$ cat src/rtl/multicycle_controller_pkg.sv
// mips_ctrl_pkg: FSM state, opcode/func, aluop and npc_slc encodings plus the one-hot instruction class shared by the controller
package mips_ctrl_pkg;
  localparam logic [2:0] S_IDLE = 3'd0, S_FETCH = 3'd1, S_DECODE = 3'd2, S_EXE = 3'd3, S_MEM = 3'd4, S_WB = 3'd5;
  localparam logic [5:0] OP_RTYPE = 6'b000000, OP_ORI = 6'b001101, OP_LUI = 6'b001111, OP_LW = 6'b100011;
  localparam logic [5:0] OP_SW = 6'b101011, OP_BEQ = 6'b000100, OP_J = 6'b000010, OP_JAL = 6'b000011;
  localparam logic [5:0] FN_ADDU = 6'b100001, FN_SUBU = 6'b100011, FN_JR = 6'b001000, FN_NOP = 6'b000000;
  localparam logic [2:0] ALU_ADD = 3'b000, ALU_SUB = 3'b001, ALU_OR = 3'b010;
  localparam logic [2:0] NPC_PC4 = 3'b000, NPC_BR = 3'b001, NPC_JMP = 3'b010, NPC_GPR = 3'b011;
  typedef struct packed {
    logic is_addu;
    logic is_subu;
    logic is_jr;
    logic is_nop;
    logic is_ori;
    logic is_lui;
    logic is_lw;
    logic is_sw;
    logic is_beq;
    logic is_j;
    logic is_jal;
    logic is_illegal;
  } instr_t;
endpackage

$ cat src/rtl/multicycle_controller_decode.sv
// instr_decode: combinational opc/func -> one-hot instruction class (i_opc, i_func in; o_cls out)
module instr_decode
  import mips_ctrl_pkg::*;
(
  input  logic [5:0] i_opc,
  input  logic [5:0] i_func,
  output instr_t     o_cls
);
  logic w_r;
  assign w_r = i_opc == OP_RTYPE;
  always_comb begin
    o_cls = '0;
    o_cls.is_addu = w_r && i_func == FN_ADDU;
    o_cls.is_subu = w_r && i_func == FN_SUBU;
    o_cls.is_jr = w_r && i_func == FN_JR;
    o_cls.is_nop = w_r && i_func == FN_NOP;
    o_cls.is_ori = i_opc == OP_ORI;
    o_cls.is_lui = i_opc == OP_LUI;
    o_cls.is_lw = i_opc == OP_LW;
    o_cls.is_sw = i_opc == OP_SW;
    o_cls.is_beq = i_opc == OP_BEQ;
    o_cls.is_j = i_opc == OP_J;
    o_cls.is_jal = i_opc == OP_JAL;
    o_cls.is_illegal = ~|o_cls[11:1];
  end
endmodule

$ cat src/rtl/multicycle_controller.sv
// multicycle_controller: MIPS32 multi-cycle FSM (clk, async active-low reset, opc/func/zero/ready in; memory requests, datapath controls, illegal pulse, retired count out)
module multicycle_controller
  import mips_ctrl_pkg::*;
#(
  parameter int CNT_W = 32
) (
  input  logic             clk,
  input  logic             reset,
  input  logic [5:0]       opc,
  input  logic [5:0]       func,
  input  logic             zero,
  input  logic             imem_ready,
  input  logic             dmem_ready,
  output logic             imem_req,
  output logic             dmem_req,
  output logic             pcwr,
  output logic             irwr,
  output logic             regwrite,
  output logic             memwrite,
  output logic             regdst,
  output logic             alusrc,
  output logic             memtoreg,
  output logic             extop,
  output logic             luiop,
  output logic [2:0]       aluop,
  output logic [2:0]       npc_slc,
  output logic             jalop,
  output logic             jrop,
  output logic             illegal,
  output logic [CNT_W-1:0] retired
);
  logic [2:0] r_state, w_next;
  logic [CNT_W-1:0] r_retired;
  instr_t w_c;
  logic w_fetch, w_dec, w_exe, w_mem, w_wb, w_jmp, w_short, w_ldst, w_retire;
  instr_decode u_dec (.i_opc(opc), .i_func(func), .o_cls(w_c));
  assign w_fetch = r_state == S_FETCH;
  assign w_dec = r_state == S_DECODE;
  assign w_exe = r_state == S_EXE;
  assign w_mem = r_state == S_MEM;
  assign w_wb = r_state == S_WB;
  assign w_jmp = w_c.is_j | w_c.is_jal;
  assign w_short = w_jmp | w_c.is_jr | w_c.is_nop | w_c.is_illegal;
  assign w_ldst = w_c.is_lw | w_c.is_sw;
  assign imem_req = w_fetch;
  assign irwr = w_fetch & imem_ready;
  assign pcwr = irwr | (w_dec & (w_jmp | w_c.is_jr)) | (w_exe & w_c.is_beq & zero);
  assign npc_slc = w_dec & w_jmp ? NPC_JMP : w_dec & w_c.is_jr ? NPC_GPR : w_exe & w_c.is_beq ? NPC_BR : NPC_PC4;
  assign regwrite = (w_dec & w_c.is_jal) | w_wb;
  assign jalop = w_dec & w_c.is_jal;
  assign jrop = w_dec & w_c.is_jr;
  assign illegal = w_dec & w_c.is_illegal;
  assign dmem_req = w_mem;
  assign memwrite = w_mem & w_c.is_sw;
  assign aluop = w_exe & (w_c.is_subu | w_c.is_beq) ? ALU_SUB : w_exe & w_c.is_ori ? ALU_OR : ALU_ADD;
  assign alusrc = (w_exe & (w_c.is_ori | w_ldst)) | w_mem;
  assign extop = (w_exe & (w_ldst | w_c.is_beq)) | w_mem;
  assign luiop = (w_exe | w_wb) & w_c.is_lui;
  assign regdst = w_wb & (w_c.is_addu | w_c.is_subu);
  assign memtoreg = w_wb & w_c.is_lw;
  assign w_retire = (w_dec & w_short & ~w_c.is_illegal) | (w_exe & w_c.is_beq) | (w_mem & dmem_ready & w_c.is_sw) | w_wb;
  assign retired = r_retired;
  always_comb begin
    w_next = r_state == S_IDLE ? S_FETCH :
             w_fetch ? (imem_ready ? S_DECODE : S_FETCH) :
             w_dec ? (w_short ? S_FETCH : S_EXE) :
             w_exe ? (w_c.is_beq ? S_FETCH : w_ldst ? S_MEM : S_WB) :
             w_mem ? (dmem_ready ? (w_c.is_sw ? S_FETCH : S_WB) : S_MEM) :
             w_wb ? S_FETCH : S_IDLE;
  end
  always_ff @(posedge clk or negedge reset) begin
    if (!reset) begin
      r_state <= S_IDLE;
      r_retired <= '0;
    end else begin
      r_state <= w_next;
      r_retired <= r_retired + CNT_W'(w_retire);
    end
  end
endmodule

$ cat config.mk
export PLATFORM = sky130hd
export DESIGN_NAME = multicycle_controller
export DESIGN_NICKNAME = d
export VERILOG_FILES = /design/src/rtl/multicycle_controller_pkg.sv /design/src/rtl/multicycle_controller_decode.sv /design/src/rtl/multicycle_controller.sv
export SDC_FILE = /design/constraint.sdc
export NUM_CORES = 1
export LEC_CHECK = 0
export BUFFER_PORTS_ARGS = -buffer_cell sky130_fd_sc_hd__buf_2
export CORE_UTILIZATION = 40
export CTS_CLUSTER_SIZE = 28
export DETAILED_ROUTE_END_ITERATION = 16
export PLACE_DENSITY = 0.71
export SETUP_SLACK_MARGIN = 0.5
export SLEW_MARGIN = 20
export SYNTH_ARGS = -nofsm -noshare
export SYNTH_HDL_FRONTEND = slang
export SYNTH_SLANG_ARGS = --single-unit
export TNS_END_PERCENT = 1
$ cat constraint.sdc
create_clock -name clk -period 2.4 [get_ports clk]
set_input_delay 0 -clock clk [delete_from_list [all_inputs] [get_ports clk]]
set_output_delay 0 -clock clk [all_outputs]
set_load 0.1 [all_outputs]
# == Word-level counts from Yosys, hierarchy flattened ==
# Cells that the tools add are included.
# totals
ff_bits,35
inputBits,17
output_inout_bits,52
elab_cells,82
# op_classes
addsub,1
eq_ne,15
mux,17
bitwise,38
n_reduce_logical,9
# ops
cell,count
$add 32x1->32,1
$eq 6x6->1 const B,4
$mux 3,8
$and 1x1->1,20
$eq 6x4->1 const B,3
$or 1x1->1,18
$eq 6x2->1 const B,2
$logic_not 6->1,2
$mux 2,6
$reduce_or 11->1,1
$eq 3x2->1 const B,2
$eq 3x3->1 const B,2
$eq 6x3->1 const B,1
$logic_and 1x1->1,4
$eq 3x1->1 const B,1
$logic_not 3->1,1
$mux 1,3
$logic_not 1->1,1

# == Longest topological paths before layout ==
# logic_depth
depth_word,11
depth_mapped,10
ltp_nobuf,9

# == Modules after synthesis ==
# A second synthesis with hierarchy kept.
# hier_totals
hier_cells,214
area_unflattened_um2,2029.4
# by_module_without_submodules
module,n_inst,cells_each,area_per_inst_um2,seq_area_each_um2
multicycle_controller,1,180,1823.0,875.8
instr_decode,1,34,206.4,0.0

# == Worst setup path after synthesis ==
# OpenSTA, ideal clock, no wires.
# synth_timing
path_type,reg-to-output
start,reg r_state[0]
end,out memtoreg
arrival_time_ps,3625
required_time_ps,2400
setup_slack_ps,-1225
stages_incl_launch_ff,4
n_path_buf,1
cell_sequence,dfrtp_1 clkbuf_1 nand3b_1 nor4_1
# synth_between
elab_chain_len,2
# synth_lines
element,line_no,text
start: declaration,multicycle_controller.sv:32,"logic [2:0] r_state, w_next;"
start signal: assignment,multicycle_controller.sv:76,r_state <= w_next;
$eq 3x3->1,multicycle_controller.sv:41,assign w_wb = r_state == S_WB;
$and 1x1->1,multicycle_controller.sv:60,assign memtoreg = w_wb & w_c.is_lw;
end: declaration,multicycle_controller.sv:22,"output logic memtoreg,"
# No other way between the ends.

# == Final worst setup path ==
# layout_timing
start,reg r_state[0]
end,out memwrite
# layout_between
elab_chain_len,2
# layout_lines
element,line_no,text
$eq 3x3->1,multicycle_controller.sv:40,assign w_mem = r_state == S_MEM;
$and 1x1->1,multicycle_controller.sv:54,assign memwrite = w_mem & w_c.is_sw;
end: declaration,multicycle_controller.sv:19,"output logic memwrite,"
# No other way between the ends.

==> results.md <==
* Type of origin of the critical path: flip-flop
* Final instance count without filler cells at 347
* Final antenna-violating net count at 0
* Number of flip-flops and latches in the synthesized netlist at 35
* Drt via density at 5.18
* Synth area leaders: sky130_fd_sc_hd__dfrtp_1 45%, sky130_fd_sc_hd__xor2_1 7.1%, sky130_fd_sc_hd__xnor2_1 6.7%, sky130_fd_sc_hd__nand3_1 3.6%, sky130_fd_sc_hd__nor3_1 3.3%
* CTS root buf: sky130_fd_sc_hd__clkbuf_8
* Via count at 1797
* Slew margin rel. at 0.496
* Power, Total at 2.33 mW
* Remaining routing DRC violations at 0
* Sequential area share after synthesis at 0.445
* Core area at 4720 sq um
* Final critical delay including setup and external delays at 1.89 ns
* Minimum setup slack among reg-to-reg paths at 0.53 ns
* Most frequent cells after synthesis: 35 x sky130_fd_sc_hd__dfrtp_1, 16 x sky130_fd_sc_hd__xor2_1, 15 x sky130_fd_sc_hd__nor2_1, 15 x sky130_fd_sc_hd__xnor2_1, 14 x sky130_fd_sc_hd__nand3_1
* Critical-path cell list: buf_4 -> or2_1 -> inv_1 -> and3_1 -> buf_2
* Routed WL at 4690 um
* Peak supply drop at 0.000522 V
* Maximum capacitance violations at 0
* Total placed cells including tap cells at 336
* I/O pins at 69
* Cells after synthesis at 203
* Hold WS at 0.0540 ns
* Final nets at 298
* Final core area utilization at 0.554
* Area enclosed by the die boundary at 5200 sq um
* Outcome: completed
* Tightest Hold Check Type: input pin to flip-flop
* Final design instance area without fill at 2620 sq um
* Per-instance average area after synthesis at 9.70 sq um
* Detailed Route Iter0 Violations at 84
* Die X-Extent at 72.1 um
* Critical path's largest stage delay at 0.45 ns
* Ys Warns at 0
* Hold path startpoint: dmem_ready
* Highest net fanout along the worst path at 7
* Unique masters post-synth at 47
* Number of clock buffers inserted by TritonCTS at 5
* Maximum clock frequency at 529 MHz
* Length of the first detailed-routing pass in iterations at 5
* Antenna fix cells at 0
* Num rows at 25
* Total half-perimeter wirelength after legalization and detailed placement at 3390 um
* Later-pin clock latency in the skew report at 0.29 ns
* Clock tree from TritonCTS: yes
* Number of global-route vias before repair at 1633
* Register clock-pin slew on the reported worst setup and hold paths at 0.06 ns
* Setup clock skew after layout at 0.00536 ns
* Port Buffers at 66
* Starting utilization of the core area at 0.417
* Post-synthesis cell type with the largest combined area: sky130_fd_sc_hd__dfrtp_1
* Layout fillers at 427
* Post-placement cell area at 2410 sq um
* Worst-Margin Slew at 0.757 ns
* Share of the cycle needed by the critical path after routing at 0.788
* Hold Vio Cnt, Final at 0
* Startpoint-to-endpoint class of the critical path: flip-flop to output pin
* Fraction of synthesized cell area taken by the top area cell type at 0.445
* Cell area power density at 890 nW/um^2
* Proportion of layout cells with a drive suffix above 1 at 0.371
* Crit path max-delay cell type: sky130_fd_sc_hd__dfrtp_2
* Source of the worst register-to-register timing path: r_state[2]
* Initial antenna violation count at 0
* Unrepaired setup endpoints after global routing: yes
* Global-route wire length before repair at 7580 um
* Clock sink count at 35
* Longest Clk Path Bufs at 2
* Vertical die dimension at 72.1 um
* Area added between synthesis and finish at 33.1%
* Setup crit start: r_state[0]
* Overflow left after global routing at 0
* Final Max Slew Viols at 0
* GR Util All Layers at 0.191
* Largest net degree at the start of global routing at 36
* WL/cell at 13.5 um
* Top FF cell, synth: sky130_fd_sc_hd__dfrtp_1
* P_leak at 1.35 nW
* Dominant cell by count in the synthesized netlist: sky130_fd_sc_hd__dfrtp_1
* Final Setup Violations at 0
* Critical path endpoint category: output pin
* Post-synthesis cell area at 1970 sq um
* Endpoint of the lowest-slack register-to-register path: retired[13]
* Required time of the critical path at 2.40 ns
* Number of synthesized flops with an enable pin at 0
* Global placement routability congestion at 0.818
* Worst-case hold path end point: r_state[0]
* Fraction of synthesis flops using an asynchronous set or reset pin at 1.00
* Hold Crit Depth at 3
* Arrival time reported for the critical path endpoint at 1.89 ns
* CTS H-Tree Depth at 2
* Worst r2r path cells at 8
==> critical path, delay by kind of cell, from the launching register on <==
family	cells	cell delay, ns
buffers and inverters	3	0.71
and+or+nand+nor	2	0.44
DFF	1	0.45
==> placed cells by master (no fill, tap or decap), types with 2 or more instances in the layout <==
cell,netlist,layout
sky130_fd_sc_hd__and4_1,4,4
sky130_fd_sc_hd__xnor2_1,15,15
sky130_fd_sc_hd__nand3b_1,2,2
sky130_fd_sc_hd__nor4_4,0,3
sky130_fd_sc_hd__nand3_1,14,14
sky130_fd_sc_hd__buf_2,1,65
sky130_fd_sc_hd__clkbuf_8,0,7
sky130_fd_sc_hd__nand2b_1,2,2
sky130_fd_sc_hd__nor3_1,13,9
sky130_fd_sc_hd__ha_1,2,2
sky130_fd_sc_hd__dfrtp_1,35,33
sky130_fd_sc_hd__o21ai_1,2,3
sky130_fd_sc_hd__a31oi_1,2,2
sky130_fd_sc_hd__inv_1,7,7
sky130_fd_sc_hd__and3_1,7,7
sky130_fd_sc_hd__conb_1,1,2
sky130_fd_sc_hd__nand4b_1,2,2
sky130_fd_sc_hd__nor4_1,7,3
sky130_fd_sc_hd__or2_1,2,2
sky130_fd_sc_hd__or4_4,2,2
sky130_fd_sc_hd__buf_4,3,9
sky130_fd_sc_hd__nand4_1,5,5
sky130_fd_sc_hd__dfrtp_2,0,2
sky130_fd_sc_hd__nor2b_1,3,2
sky130_fd_sc_hd__and2_1,3,2
sky130_fd_sc_hd__nand2_1,13,13
sky130_fd_sc_hd__nor2_1,15,15
sky130_fd_sc_hd__xor2_1,16,16
sky130_fd_sc_hd__nor3_2,0,4
==> metal layers <==
metal	wire length [um]	vias to the layer above	track usage	part of all wire
li1	-	867	-	-
met1	2060	852	0.237	0.44
met2	2230	67	0.306	0.48
met3	286	11	0.0569	0.061
met4	110	0	0.0915	0.023
met5	0	-	0	0
==> sequential cells by signal, indices dropped and copies added (netlist names) <==
name,cells
retired,32
r_state,3
==> cell families (layout without fill, tap and decap cells) <==
group	count (synthesis)	in the layout	share of synthesized area
xor gates and xnor gates	31	31	0.138
DFF	35	35	0.445
AOI/OAI and AO/OA	20	20	0.0750
other	1	2	0.00191
adders and majority gates	2	2	0.0127
buffers and inverters	15	90	0.0394
and+or+nand+nor	99	100	0.288
==> where the power goes <==
part,internal [mW],switching [mW],total (mW)
clock,0.262,0.208,0.470
sequential,0.655,0.0811,0.736
combinational,0.235,0.891,1.13
total,1.15,1.18,2.33
==> area by class of cell <==
| type | instances | area (sq um) | area share |
|---|---|---|---|
| repair buffers | 75 | 403 | 0.154 |
| clock buffers | 8 | 100 | 0.0382 |
| well taps | 67 | 83.8 | 0.0320 |
| inverters | 7 | 26.3 | 0.0100 |
| flip-flops and latches | 35 | 878 | 0.335 |
| multi-input cells | 155 | 1130 | 0.430 |
==> worst max path at each step <==
stage	endpoint	slack (ns)	cells past startpoint
3_5_place_dp	retired[31]	0.15	10
4_1_cts	retired[31]	0.49	7
2_1_floorplan	regwrite	-0.09	5
5_1_grt	retired[24]	0.40	9
6_report	memwrite	0.51	5
3_3_place_gp	retired[31]	0.24	10
==> metrics by stage <==
stage                     setup WS (ns)  TNS (ns)
final                             0.509         0
after global routing              0.404         0
after CTS                         0.485         0
after detailed placement          0.152         0
after global placement            0.239         0
after floorplan                 -0.0937    -0.185
==> timing repair <==
| item | 4_1_cts | 5_1_grt |
|---|---|---|
| gates cloned | 1 | 0 |
| resized for setup | 8 | 6 |
| endpoints found under the setup margin | 12 | 26 |
| hold buffers | 1 | 0 |
| pin swaps | 1 | 2 |
| endpoints found under the hold margin | 35 | 0 |
| buffers inserted | 0 | 1 |
(Power assumes the default switching activity.)
